<file path="config.mk">
export PLATFORM = sky130hd
export DESIGN_NAME = alu_status_reg
export DESIGN_NICKNAME = d
export VERILOG_FILES = /design/src/rtl/cpu_pkg.sv /design/src/rtl/alu_status_reg.sv
export SDC_FILE = /design/constraint.sdc
export NUM_CORES = 1
export LEC_CHECK = 0
export ABC_AREA = 1
export CAP_MARGIN = 20
export CORE_ASPECT_RATIO = 0.75
export CORE_UTILIZATION = 37
export CTS_CLUSTER_SIZE = 12
export DETAILED_ROUTE_END_ITERATION = 6
export PLACE_DENSITY = 0.83
export SYNTH_ARGS = -nofsm -noshare
export SYNTH_HDL_FRONTEND = slang
export SYNTH_SLANG_ARGS = --single-unit
</file>
<file path="constraint.sdc">
create_clock -name clk -period 2.3 [get_ports clk]
set_input_delay 0.575 -clock clk [delete_from_list [all_inputs] [get_ports clk]]
set_output_delay 0.575 -clock clk [all_outputs]
set_load 0.02 [all_outputs]
</file>
<file path="src/rtl/cpu_pkg.sv">
// Shared CPU definitions: status-register bit positions, flag instruction
// encodings and the architectural reset image of P.
package cpu_pkg;

   // Bit positions inside the status register P (N V - B D I Z C).
   localparam int FLAG_C = 0;
   localparam int FLAG_Z = 1;
   localparam int FLAG_I = 2;
   localparam int FLAG_D = 3;
   localparam int FLAG_B = 4;
   localparam int FLAG_U = 5;
   localparam int FLAG_V = 6;
   localparam int FLAG_N = 7;

   // Explicit flag instructions decoded upstream.
   typedef enum logic [2:0] {
      FOP_NONE = 3'd0,
      FOP_CLC  = 3'd1,
      FOP_SEC  = 3'd2,
      FOP_CLI  = 3'd3,
      FOP_SEI  = 3'd4,
      FOP_CLD  = 3'd5,
      FOP_SED  = 3'd6,
      FOP_CLV  = 3'd7
   } flag_op_e;

   // P as seen right after reset with the I flag set: only bit5 and I are 1.
   localparam logic [7:0] P_RESET = 8'h24;

endpackage

</file>
<file path="src/rtl/alu_status_reg.sv">
// Registered back end of the 6502 ALU: ADD hold register plus the status
// register P. Six flags are stored; B and bit5 exist only in the read images.
module alu_status_reg
   import cpu_pkg::*;
#(
   parameter logic I_RESET = 1'b1
) (
   input  logic       clk,
   input  logic       rst_n,
   input  logic [7:0] alu_result,
   input  logic       alu_carry,
   input  logic       alu_ovflw,
   input  logic [7:0] mem_data,
   input  logic       add_load,
   input  logic       upd_nz,
   input  logic       upd_c,
   input  logic       upd_v,
   input  logic       bit_test,
   input  logic [2:0] flag_op,
   input  logic       plp,
   input  logic       irq_entry,
   input  logic       brk_push,
   output logic [7:0] add_out,
   output logic [7:0] p_out,
   output logic [7:0] p_push,
   output logic       carry_flag,
   output logic       dec_flag,
   output logic       irq_mask
);

   logic [7:0] add_q;
   logic       n_q, v_q, d_q, i_q, z_q, c_q;
   logic       n_d, v_d, d_d, i_d, z_d, c_d;
   logic       res_zero;
   flag_op_e   fop;

   assign fop      = flag_op_e'(flag_op);
   assign res_zero = ~|alu_result;

   // Per-flag next state; each chain lists its sources highest priority first.
   always_comb begin
      // NOTE: every output of a combinational block gets a default on entry so no path leaves it unassigned and a latch is never inferred.
      n_d = n_q;
      v_d = v_q;
      d_d = d_q;
      i_d = i_q;
      z_d = z_q;
      c_d = c_q;

      // Carry: PLP, then CLC/SEC, then the ALU carry out.
      if (plp)                c_d = mem_data[FLAG_C];
      else if (fop == FOP_CLC) c_d = 1'b0;
      else if (fop == FOP_SEC) c_d = 1'b1;
      else if (upd_c)         c_d = alu_carry;

      // Zero: PLP, then BIT (A AND M arrives on alu_result), then normal results.
      if (plp)                     z_d = mem_data[FLAG_Z];
      else if (bit_test || upd_nz) z_d = res_zero;

      // Negative: BIT takes the memory operand's bit 7 rather than the result's.
      if (plp)           n_d = mem_data[FLAG_N];
      else if (bit_test) n_d = mem_data[7];
      else if (upd_nz)   n_d = alu_result[7];

      // Overflow: CLV outranks BIT, which outranks the ALU overflow.
      if (plp)                v_d = mem_data[FLAG_V];
      else if (fop == FOP_CLV) v_d = 1'b0;
      else if (bit_test)      v_d = mem_data[6];
      else if (upd_v)         v_d = alu_ovflw;

      // Decimal: only PLP and CLD/SED touch it.
      if (plp)                d_d = mem_data[FLAG_D];
      else if (fop == FOP_CLD) d_d = 1'b0;
      else if (fop == FOP_SED) d_d = 1'b1;

      // Interrupt mask: interrupt entry wins over everything, even PLP.
      if (irq_entry)          i_d = 1'b1;
      else if (plp)           i_d = mem_data[FLAG_I];
      else if (fop == FOP_CLI) i_d = 1'b0;
      else if (fop == FOP_SEI) i_d = 1'b1;
   end

   // ADD hold register, loaded independently of the flag logic.
   always_ff @(posedge clk or negedge rst_n) begin
      if (!rst_n) begin
         add_q <= 8'h00;
      end else if (add_load) begin
         // NOTE: sequential state uses non-blocking assignments so every flop samples pre-edge values regardless of block ordering.
         add_q <= alu_result;
      end
   end

   // Status flag flops with asynchronous reset to the architectural state.
   always_ff @(posedge clk or negedge rst_n) begin
      if (!rst_n) begin
         n_q <= 1'b0;
         v_q <= 1'b0;
         d_q <= 1'b0;
         i_q <= I_RESET;
         z_q <= 1'b0;
         c_q <= 1'b0;
      end else begin
         n_q <= n_d;
         v_q <= v_d;
         d_q <= d_d;
         i_q <= i_d;
         z_q <= z_d;
         c_q <= c_d;
      end
   end

   // Read images of P: bit5 always 1, B is 0 in p_out and brk_push in p_push.
   always_comb begin
      p_out         = 8'h00;
      p_out[FLAG_N] = n_q;
      p_out[FLAG_V] = v_q;
      p_out[FLAG_U] = 1'b1;
      p_out[FLAG_B] = 1'b0;
      p_out[FLAG_D] = d_q;
      p_out[FLAG_I] = i_q;
      p_out[FLAG_Z] = z_q;
      p_out[FLAG_C] = c_q;

      p_push         = p_out;
      p_push[FLAG_B] = brk_push;
   end

   assign add_out    = add_q;
   assign carry_flag = c_q;
   assign dec_flag   = d_q;
   assign irq_mask   = i_q;

endmodule

</file>
# Word-level counts from Yosys, hierarchy flattened
# Cells that the tools add are included.
[totals]
ff_bits = 14
in_bits = 31
output_inout_bits = 27
wordCells = 43
[op_classes]
eq_ne = 7
muxes = 20
reduce_logical = 9
[ops]
columns = ["cell", "n"]
rows = [
  ["$mux W1", 20],
  ["$eq A3 B3 Y1 const B", 4],
  ["$reduce_bool A4 Y1", 3],
  ["$reduce_or A8 Y1", 1],
  ["$eq A3 B2 Y1 const B", 2],
  ["$reduce_bool A3 Y1", 2],
  ["$eq A3 B1 Y1 const B", 1],
  ["$reduce_bool A2 Y1", 1],
  ["$logic_not A1 Y1", 1],
  ["$logic_or A1 B1 Y1", 1],
]

# Depth between registers and ports, before layout
# Gate-level depths: netlist (run 1).
[logic_depth]
ltp_word = 5
depth_mapped = 7
ltp_nobuf = 6

# Worst setup path before layout (run 1)
# OpenSTA, ideal clock, no wires.
[synth_path]
path_type = "register to output"
from = "register i_q (netlist: irq_mask)"
to = "output p_out[2]"
arrival_time_ns = 0.740
t_required_ns = 1.725
slack_ns = 0.985
stages_incl_launch_ff = 2
path_buffers = 1
cell_sequence = "dfstp_2 buf_4"
[synth_lines]
columns = ["item", "line", "text"]
rows = [
  ["start, declared", "alu_status_reg.sv:32", "logic n_q, v_q, d_q, i_q, z_q, c_q;"],
  ["start signal, assigned", "alu_status_reg.sv:106", "i_q <= i_d;"],
  ["end, declared", "alu_status_reg.sv:24", "output logic [7:0] p_out,"],
]
# No word-level cell between the ends.

# Worst setup path after layout (run 1)
[layout_path]
from = "register i_q (netlist: irq_mask)"
to = "output irq_mask"
[layout_lines]
columns = ["item", "line", "text"]
rows = [
  ["end, declared", "alu_status_reg.sv:28", "output logic irq_mask"],
]
# No word-level cell between the ends.

==> flow_summary.toml, run 1 <==
[run_status]
status = "finished, violations left"
violations = "design-rule violations"

[clock_network]
cts.htree.levels = 1
clk_path_buf_depth = 2
post-cts-setup-buffers = 0
cts.sinks = 14
root_buffer = "clkbuf_4"
cts_buffers = 3
clock_latency_ns = 0.27
cts.clk_slew.worst_paths_ns = 0.08
ctsHoldBuffers = 0
tritoncts = "yes"
postCtsResizedCells = 0

[routing]
num_vias = 754
viasPerCell = 4.654
wl_um = 2064
avgRoutedWirePerCell_um = 12.74
dr.pass1.iters = 7
drtIter0Drc = 7
drcViolationCount = 4
ant_nets = 0

[logic_synthesis]
postSynthAreaPerCell_um2 = 8.436
synth_top_area_share_pct = 38.18
synth_top_area_cell = "dfrtp_1"
synthCells = 101
ys_ff_latch = 14
yosysUniqueCellTypes = 20
synthTopCellsByArea = "dfrtp_1 38%, buf_4 14%, mux2_2 9.3%"
synth_warnings = 0
synth-seq-area-share_pct = 41.26
syn_area_um2 = 852.1

[cells_and_area]
area_growth_pct = 49.78
drive_above_1_share_pct = 11.59
n_antenna_cell = 0
layout.nets = 170
postLayoutCoreUtil_pct = 61.22

[hold_path]
hold_depth = 1
min_from = "add_out[3]$_DFFE_PN0P_"
hold_path_class = "reg2reg"
min_to = "add_out[3]$_DFFE_PN0P_"

[worst_setup_path]
cpLargestDelayFamily = "buffers and inverters"
r2r_start = "carry_flag$_DFFE_PN0P_"
path_buf_inv = 1
path_class = "reg2out"
path_cells = "clkdlybuf4s50_1"
cp-end-kind = "output port"
rrSetupSlack_ns = 1.39
startpoint_type = "flip-flop"
cp_data_required_time_ns = 1.73
slowest_stage = "clkdlybuf4s50_1"
rr_worst_depth = 4
cp.arrival_ns = 1.45
slowest_delay_ns = 0.61
cp_max_fo = 4
worstReg2RegEnd = "carry_flag$_DFFE_PN0P_"

[timing]
fin_crit_ns = 2.025
fin_skew_ns = 0
tns_ns = 0
timing.final.crit_share_pct = 88.06
slew_violations = 0
max_slew.worst_pin.slew_ns = 0.6442
rsz0062_at_grt = "no"
relSlewSlack_pct = 56.92
finalHoldViolations = 0
fmax_ghz = 0.4937
setup_viol = 0

[global_routing]
overflow = 0
grt_pass1_vias = 797
grt_start_max_net_pins = 15
grt_first_pass_wirelength_um = 3367
track_usage_pct = 18.12
antenna_found_initial = 0

[power_and_ir_drop]
power.internal_mw = 0.4658
pwr-share-clk_pct = 21.6
vdd_ir_drop_max_mv = 0.3165
p_per_area_nw_per_um2 = 528.3
comb_power_share_pct = 36.2
power_leakage_nw = 0.5699
pwr-share-seq_pct = 42.2
switching_power_mw = 0.2084
p_sw_share_pct = 30.91

[flow_run]
max_cap_viol_count = 0

[floorplanning]
die_w_um = 57.41
die_height_um = 43.56
core_area_um2 = 2085
initial_core_util_pct = 40.88
io_pins = 58
rows = 14
design.die.area_um2 = 2501

[placed_design]
io_buffer_count = 50
place_congestion = 0.8259
dp_hpwl_um = 1771
==> stage by stage <==
step	area (um^2)	setup WS (ns)	hold slack, ns	total power [mW]	std cells
floorplan	855.8	0.9846	0.2794	0.4264	102
global placement	1250	0.5005	0.4905	0.5280	158
global route	1276	0.2271	0.5335	0.7145	162
detailed placement	1250	0.4480	0.4988	0.5361	158
CTS	1276	0.2581	0.5150	0.6852	162
finish	1276	0.2746	0.5100	0.6742	162
==> per-layer routing <==
layer	share of wire, %	global-route usage, %
met5	0	0
met1	40	19.36
met3	5.4	5.075
met4	1.7	6.829
met2	53	34.19
==> placed cells by master, fill, tap and decap left out, drive strengths merged, types with 3 or more instances in the layout <==
master and count:
dfrtp 13, clkdlybuf4s50 50, nand3 9, o21ai 6, conb 3, nand2 18
clkbuf 4, nor2 11, inv 11, mux2 7
==> power by group through the flow <==
stage,clock [mW],sequential [mW],combinational (mW)
detailed placement,0,0.290,0.246
finish,0.146,0.285,0.244
floorplan,0,0.313,0.114
CTS,0.153,0.285,0.246
global placement,0,0.289,0.239
global route,0.166,0.289,0.260
==> how the worst max path moves through the flow <==
| stage | startpoint | slack (ns) | end | depth (start not counted) |
|---|---|---|---|---|
| after floorplan | irq_mask$_DFFE_PN1P_ | 0.98 | p_out[2] | 1 |
| after global placement | plp | 0.50 | v_q$_DFFE_PN0P_ | 7 |
| after detailed placement | plp | 0.45 | v_q$_DFFE_PN0P_ | 7 |
| after CTS | irq_mask$_DFFE_PN1P_ | 0.26 | irq_mask | 1 |
| after global routing | irq_mask$_DFFE_PN1P_ | 0.23 | irq_mask | 1 |
| final | irq_mask$_DFFE_PN1P_ | 0.27 | irq_mask | 1 |
==> state kept, by name (all words and copies together), names as in the netlist <==
register / count
add_out: 8
carry_flag: 1
dec_flag: 1
irq_mask: 1
n_q: 1
v_q: 1
z_q: 1
==> cell usage after synthesis <==
master and count:
a21oi_1 2, a31oi_1 1, buf_2 1, buf_4 16
buf_6 1, conb_1 2, dfrtp_1 13, dfstp_2 1
inv_1 10, inv_2 1, mux2_2 7, nand2_1 17
nand2_4 1, nand3_1 9, nand4_1 1, nor2_1 8
nor2_2 1, nor2_4 2, nor3_1 1, o21ai_0 6
==> kinds of logic after synthesis <==
family | after synthesis | synth area share [%]
compound gates | 9 | 5.434
flops | 14 | 41.26
simple gates | 40 | 22.32
other cells | 2 | 0.8814
buf+inv | 29 | 20.85
mux | 7 | 9.252
==> final cells by class <==
type                       count  area, um^2
multi-input combinational     59       326.6
clock buffer                   4       26.28
timing repair buffer          50       500.5
fill                         208       808.3
tap                           24       30.03
inverter                      11       41.29
sequential                    14       351.6
(Power assumes the default switching activity.)
==> run 2, diff against run 1 <==
--- a/config.mk
+++ b/config.mk
@@ -12,6 +12,7 @@
 export CTS_CLUSTER_SIZE = 12
 export DETAILED_ROUTE_END_ITERATION = 6
 export PLACE_DENSITY = 0.83
+export SETUP_SLACK_MARGIN = 0.1
 export SYNTH_ARGS = -nofsm -noshare
 export SYNTH_HDL_FRONTEND = slang
 export SYNTH_SLANG_ARGS = --single-unit
==> results of run 2 <==
Final layout, timing and power as in run 1 (identical DEF).
==> run 3, diff against run 2 <==
--- a/config.mk
+++ b/config.mk
@@ -8,7 +8,9 @@
 export ABC_AREA = 1
 export CAP_MARGIN = 20
 export CORE_ASPECT_RATIO = 0.75
+export CORE_MARGIN = 4
 export CORE_UTILIZATION = 37
+export CTS_CLUSTER_DIAMETER = 60
 export CTS_CLUSTER_SIZE = 12
 export DETAILED_ROUTE_END_ITERATION = 6
 export PLACE_DENSITY = 0.83
==> run 3 against run 2 <==
The run now ends clean. Sequential cell count unchanged. Utilization decreased by 0.51 points. Fmax increased by 0.58%.
==> flow_summary.toml, run 3 (synthesis gave the netlist of run 1 again) <==
[run_status]
status = "complete, no violations"

[global_routing]
antenna_found_initial = 0
track_usage_pct = 13.17
overflow = 0
grt_pass1_vias = 698
grt_first_pass_wirelength_um = 3187
grt_start_max_net_pins = 15

[cells_and_area]
ff_latch_area_um2 = 351.6
layout.nets = 170
fill_cells = 182
multi_input_area_um2 = 326.6
area_growth_pct = 49.78
fin_area_um2 = 1276
drive_above_1_share_pct = 11.59
layout_common_cells = "50 x clkdlybuf4s50_1, 17 x nand2_1, 13 x dfrtp_1"
largest_reg_flops = 8
n_antenna_cell = 0
mostFrequentLayoutCell = "clkdlybuf4s50_1"
postLayoutCoreUtil_pct = 60.71

[hold_path]
hold_path_class = "reg2reg"
min_from = "add_out[3]$_DFFE_PN0P_"

[floorplanning]
core_area_um2 = 2102
design.die.area_um2 = 3143
initial_core_util_pct = 40.54
rows = 14
die_height_um = 49.56
die_w_um = 63.41
io_pins = 58

[worst_setup_path]
cp-end-kind = "output port"
path_buf_inv = 1
cp_data_required_time_ns = 1.73
slowest_stage = "clkdlybuf4s50_1"
cpLargestDelayFamily = "buffers and inverters"
r2r_start = "carry_flag$_DFFE_PN0P_"
path_class = "reg2out"
path_cells = "clkdlybuf4s50_1"
cp.arrival_ns = 1.44
slowest_delay_ns = 0.61
cp_max_fo = 4
startpoint_type = "flip-flop"
crit_start = "irq_mask$_DFFE_PN1P_"

[placed_design]
dpl_cell_area_um2 = 1250
dp_hpwl_um = 1828
io_buffer_count = 50
dp_slack_ns = 0.4808
place_congestion = 0.7962

[timing]
setup_viol = 0
timing.final.crit_share_pct = 87.56
fin_crit_ns = 2.014
rsz0062_at_grt = "no"
max_slew.worst_pin.slew_ns = 0.6323
fmax_ghz = 0.4966
finalHoldViolations = 0
slew_violations = 0
fin_ws_ns = 0.2862
tns_ns = 0
fin_skew_ns = 0
relSlewSlack_pct = 57.71

[flow_run]
max_cap_viol_count = 0

[routing]
ant_nets = 0
dr.pass1.iters = 4
wl_um = 2143
drtIter0Drc = 15
drcViolationCount = 0
viasPerCell = 4.660
num_vias = 755
avgRoutedWirePerCell_um = 13.23

[clock_network]
cts_buffers = 3
cts.htree.levels = 1
root_buffer = "clkbuf_4"
postCtsResizedCells = 0
tritoncts = "yes"
clock_latency_ns = 0.27
cts.clk_slew.worst_paths_ns = 0.07
post-cts-setup-buffers = 0
cts.sinks = 14
ctsHoldBuffers = 0
clk_path_buf_depth = 2

[power_and_ir_drop]
power_leakage_nw = 0.5699
vdd_ir_drop_max_mv = 0.2907
p_per_area_nw_per_um2 = 527.6
power_mw = 0.6733
run 3: path summary, 6_finish.rpt:
kind                                          endpoint  slack [ns]  cells after the start
worst min-delay path            add_out[3]$_DFFE_PN0P_        0.51                      1
max in group asynchronous       add_out[2]$_DFFE_PN0P_        1.20                      1
worst max register to register  carry_flag$_DFFE_PN0P_        1.43                      4
min in group asynchronous       add_out[6]$_DFFE_PN0P_        0.67                      1
worst max-delay path                          p_out[2]        0.29                      1
worst min register to register  add_out[3]$_DFFE_PN0P_        0.51                      1
run 3: where the power goes:
part | internal [mW] | total, mW | switching [mW]
logic | 0.128 | 0.244 | 0.116
clock network | 0.0673 | 0.144 | 0.0764
registers | 0.271 | 0.286 | 0.0153
run 3: per-layer routing:
layer | track usage [%] | up-vias | part of all wire, %
met2 | 23.92 | 36 | 53
met1 | 14.57 | 334 | 38
met3 | 4.091 | 4 | 7.3
met5 | 0 | - | 0
li1 | - | 381 | -
met4 | 4.301 | 0 | 1.2
run 3: area by class of cell:
cell class              instances  area share, %
repair buffers                 50          39.22
inverters                      11          3.235
clock buffers                   4          2.059
well taps                      24          2.353
flip-flops and latches         14          27.55
multi-input cells              59          25.59
run 3: metrics by stage:
stage	std cells	hold WS, ns
3_5_place_dp	158	0.4990
3_3_place_gp	158	0.4897
2_1_floorplan	102	0.2794
5_1_grt	162	0.5272
4_1_cts	162	0.5159
6_report	162	0.5117
